`config.mk`:
```
export PLATFORM = sky130hd
export DESIGN_NAME = proc_control_fsm
export DESIGN_NICKNAME = d
export VERILOG_FILES = /design/src/rtl/proc_pkg.sv /design/src/rtl/proc_control_fsm.sv
export SDC_FILE = /design/constraint.sdc
export NUM_CORES = 1
export LEC_CHECK = 0
export ABC_CLOCK_PERIOD_IN_PS = 3800
export CAP_MARGIN = 20
export CORE_ASPECT_RATIO = 1.1
export CORE_MARGIN = 2
export CORE_UTILIZATION = 34
export DETAILED_ROUTE_END_ITERATION = 16
export PLACE_DENSITY = 0.95
export SYNTH_ARGS = -nofsm -noshare
export SYNTH_HDL_FRONTEND = slang
export SYNTH_SLANG_ARGS = --single-unit
```
`constraint.sdc`:
```
create_clock -name Clk -period 3.8 [get_ports Clk]
set_input_delay 0.95 -clock Clk [delete_from_list [all_inputs] [get_ports Clk]]
set_output_delay 0.95 -clock Clk [all_outputs]
set_load 0.05 [all_outputs]
```
`src/rtl/proc_pkg.sv`:
```
// Shared definitions for the 16-bit teaching processor: control states,
// opcodes and ALU function selects used by the controller, ALU and datapath.
package proc_pkg;

   typedef enum logic [3:0] {
      INIT   = 4'd0,
      FETCH  = 4'd1,
      DECODE = 4'd2,
      LOAD_A = 4'd3,
      LOAD_B = 4'd4,
      STORE  = 4'd5,
      ADD    = 4'd6,
      SUB    = 4'd7,
      HALT   = 4'd8,
      NOOP   = 4'd9
   } state_t;

   localparam logic [3:0] OP_NOOP  = 4'd0;
   localparam logic [3:0] OP_LOAD  = 4'd1;
   localparam logic [3:0] OP_STORE = 4'd2;
   localparam logic [3:0] OP_ADD   = 4'd3;
   localparam logic [3:0] OP_SUB   = 4'd4;
   localparam logic [3:0] OP_HALT  = 4'd5;

   localparam logic [2:0] ALU_PASS = 3'd0;
   localparam logic [2:0] ALU_ADD  = 3'd1;
   localparam logic [2:0] ALU_SUB  = 3'd2;

endpackage

```
`src/rtl/proc_control_fsm.sv`:
```
// Control unit for the teaching processor: fetch/decode/execute sequencer
// with Moore-decoded datapath controls and exported state for debug display.
module proc_control_fsm
   import proc_pkg::*;
#(
   parameter int IW   = 16,
   parameter int DA_W = 8,
   parameter int RA_W = 4
) (
   input  logic            Clk,
   input  logic            Reset_n,
   input  logic [IW-1:0]   IR,
   output logic            PC_Clr,
   output logic            PC_Up,
   output logic            IR_Ld,
   output logic [DA_W-1:0] D_Addr,
   output logic            D_Wr,
   output logic            RF_s,
   output logic [RA_W-1:0] RF_W_addr,
   output logic            RF_W_en,
   output logic [RA_W-1:0] RF_Ra_addr,
   output logic [RA_W-1:0] RF_Rb_addr,
   output logic [2:0]      ALU_s0,
   output logic [3:0]      State,
   output logic [3:0]      NextState
);

   state_t     state;
   state_t     next_state;
   logic [3:0] opcode;

   // IR field layout: [opcode | ra/mem-hi | rb/mem-lo | rd]
   assign opcode    = IR[IW-1 -: 4];
   assign State     = state;
   assign NextState = next_state;

   always_ff @(posedge Clk or negedge Reset_n) begin
      if (!Reset_n) begin
         state <= INIT;
      end else begin
         state <= next_state;
      end
   end

   always_comb begin
      next_state = INIT;
      case (state)
         INIT:   next_state = FETCH;
         FETCH:  next_state = DECODE;
         DECODE: begin
            case (opcode)
               OP_LOAD:  next_state = LOAD_A;
               OP_STORE: next_state = STORE;
               OP_ADD:   next_state = ADD;
               OP_SUB:   next_state = SUB;
               OP_HALT:  next_state = HALT;
               default:  next_state = NOOP;
            endcase
         end
         LOAD_A: next_state = LOAD_B;
         LOAD_B: next_state = FETCH;
         STORE:  next_state = FETCH;
         ADD:    next_state = FETCH;
         SUB:    next_state = FETCH;
         NOOP:   next_state = FETCH;
         HALT:   next_state = HALT;
         // Unused encodings recover through INIT
         default: next_state = INIT;
      endcase
   end

   always_comb begin
      PC_Clr     = 1'b0;
      PC_Up      = 1'b0;
      IR_Ld      = 1'b0;
      D_Addr     = '0;
      D_Wr       = 1'b0;
      RF_s       = 1'b0;
      RF_W_addr  = '0;
      RF_W_en    = 1'b0;
      RF_Ra_addr = '0;
      RF_Rb_addr = '0;
      ALU_s0     = ALU_PASS;
      case (state)
         INIT: PC_Clr = 1'b1;
         FETCH: begin
            PC_Up = 1'b1;
            IR_Ld = 1'b1;
         end
         // LOAD_A presents the address so the synchronous RAM data is ready in LOAD_B
         LOAD_A: D_Addr = IR[IW-5 -: DA_W];
         LOAD_B: begin
            D_Addr    = IR[IW-5 -: DA_W];
            RF_s      = 1'b1;
            RF_W_addr = IR[RA_W-1:0];
            RF_W_en   = 1'b1;
         end
         STORE: begin
            RF_Ra_addr = IR[IW-5 -: RA_W];
            D_Addr     = IR[DA_W-1:0];
            D_Wr       = 1'b1;
            ALU_s0     = ALU_PASS;
         end
         ADD, SUB: begin
            RF_Ra_addr = IR[IW-5 -: RA_W];
            RF_Rb_addr = IR[IW-9 -: RA_W];
            RF_W_addr  = IR[RA_W-1:0];
            RF_W_en    = 1'b1;
            ALU_s0     = (state == ADD) ? ALU_ADD : ALU_SUB;
         end
         default: ;
      endcase
   end

endmodule

```
==> results.toml <==
[logic_synthesis]
synthDistinctLibCells = 33
syn_avg_cell_area_um2 = 7.45
syn_area_um2 = 648
ys_seq_area_share_pct = 15.4
synth_seq_cells = 4
synth_flop_cell = "dfrtp_1"
synth_edf_count = 0
synth_nets = 105
async_flop_share_pct = 100
synth_warnings = 0
synthesis.instances = 87

[timing]
finClkSkew_ns = 0.00375
timing.final.crit_period_ns = 3.43
tightest_slew_ns = 0.584
tns_ns = 0
finalSetupViolCount = 0
slew_viol_final = 0
slew_headroom_pct = 61.1
rsz0062_at_grt = "false"
timing.fmax_mhz = 292
fin_crit_sh_pct = 90.3
hold_viol_final = 0

[cts]
clockRootBuffer = "clkbuf_4"
numCtsBuffers = 3
htreeDepth = 1
cts_max_path_buffers = 2
clk_latency_ns = 0.23
postCtsSetupRepairBufs = 0
hold_buffers = 0
clkSinkCount = 4
cts_tree = "built"
cts_resized = 0
path_clk_slew_ns = 0.04

[worst_setup_path]
arrival_ns = 2.48
critPathLaunchType = "primary input"
timing.rr.start = "State[1]"
reg2reg_to = "State[1]"
critPathMaxFanout = 3
crit_required_ns = 2.85
rrSetupSlack_ns = 2.22
path_class = "primary input to output pin"
rr_worst_depth = 3
cp-end-kind = "output pin"

[route]
vias = 828
drtIter0Drc = 18
antenna_left = 0
drcViolationCount = 0
via_per_inst = 5.56
detail_route.wl_per_cell_um = 14.8
first_pass_iters = 4
top_layer = "met4"
met3_wirelength_um = 244
wl_met1_um = 777
wl_met2_um = 1160
wl_um = 2200

[floorplanning]
core_area_mm2 = 0.00178
die_h_um = 49.8
io_pins = 55
initial_core_util_pct = 36.4
dieArea_mm2 = 0.00227
fp-row-count = 16
die_w_um = 45.6

[hold_path]
hold_start = "State[2]"
min_path_cells = 3
hold_path_end = "State[3]"
hold_class = "register to register"

[placement]
io_buffers = 53
hpwl_um = 1680
place.gp.congestion = 0.719

[global_routing]
antenna_found_initial = 0
gr-usage-all-layers_pct = 20.2
grt_max_degree = 20
grt_pass1_vias = 804
grt_pass1_wl_um = 3370
grt.overflow.total = 0

[layout]
final_common_cell = "clkdlybuf4s50_1"
areaGrowthSynthToFinish_pct = 77.2
final_cell_mix = "37 x clkdlybuf4s50_1, 13 x buf_4, 9 x and2_1, 9 x inv_1"
largest_reg_flops = 4
antenna_cells = 0
fin_nets = 151
final_core_util_pct = 64.5
drive_gt1_share_pct = 16.8

[run]
maxCapViolations = 0

[status]
status = "completed"
## metal layers
layer | global-route usage, % | vias up
met2 | 36.9 | 47
met1 | 19.4 | 384
met4 | 10.3 | 0
met3 | 5.49 | 2
met5 | 0 | -
li1 | - | 395
## stage by stage
stage | instance area (um^2) | worst slack, ns | hold slack, ns | std cells
global placement | 1130 | 0.461 | 0.764 | 146
global route | 1150 | 0.312 | 0.886 | 149
finish | 1150 | 0.370 | 0.806 | 149
detailed placement | 1130 | 0.405 | 0.775 | 146
floorplan | 648 | 0.344 | 0.654 | 87
CTS | 1150 | 0.383 | 0.795 | 149
## cell families (layout without fill, tap and decap cells)
family / Yosys count / in the layout / share of synthesized area, %
compound gates: 21 / 21 / 25.7
xor+xnor: 2 / 2 / 2.70
buf+inv: 21 / 65 / 16.4
flops: 4 / 4 / 15.4
mux: 2 / 2 / 3.09
other cells: 1 / 1 / 0.579
simple gates: 36 / 36 / 36.1
## synth_stat cells, types with 3 or more instances
master / n / area share (%)
and2_1: 9 / 8.7
inv_1: 9 / 5.2
a22oi_1: 8 / 9.3
o32ai_1: 8 / 11
nor3_1: 5 / 3.9
buf_4: 4 / 4.6
dfrtp_1: 4 / 15
nor2_1: 4 / 2.3
nor2b_1: 4 / 3.9
buf_2: 3 / 2.3
nand2_1: 3 / 1.7
## worst max-delay path by stage
stage,start,endpoint,slack (ns),cells past startpoint
2_1_floorplan,IR[14],NextState[3],0.34,3
3_3_place_gp,IR[4],RF_Rb_addr[0],0.46,3
3_5_place_dp,IR[12],NextState[3],0.40,5
4_1_cts,IR[13],NextState[3],0.38,5
5_1_grt,IR[13],NextState[3],0.31,5
6_report,IR[13],NextState[3],0.37,5
## area by class of cell
class / count / area, um^2
well taps: 18 / 22.5
clock buffers: 3 / 22.5
repair buffers: 53 / 528
fillers: 155 / 633
flip-flops and latches: 4 / 100
inverters: 9 / 33.8
multi-input cells: 62 / 442
## worst max-delay path, cell delays in order
cell	delay [ns]
clkdlybuf4s50_1	0.46
nor2_1	0.22
xnor2_1	0.11
a221oi_1	0.53
buf_12	0.21
Power is left out: the tool's default activity adds up to more than one toggle a clock period on the data nets, which glitch-free logic cannot reach.
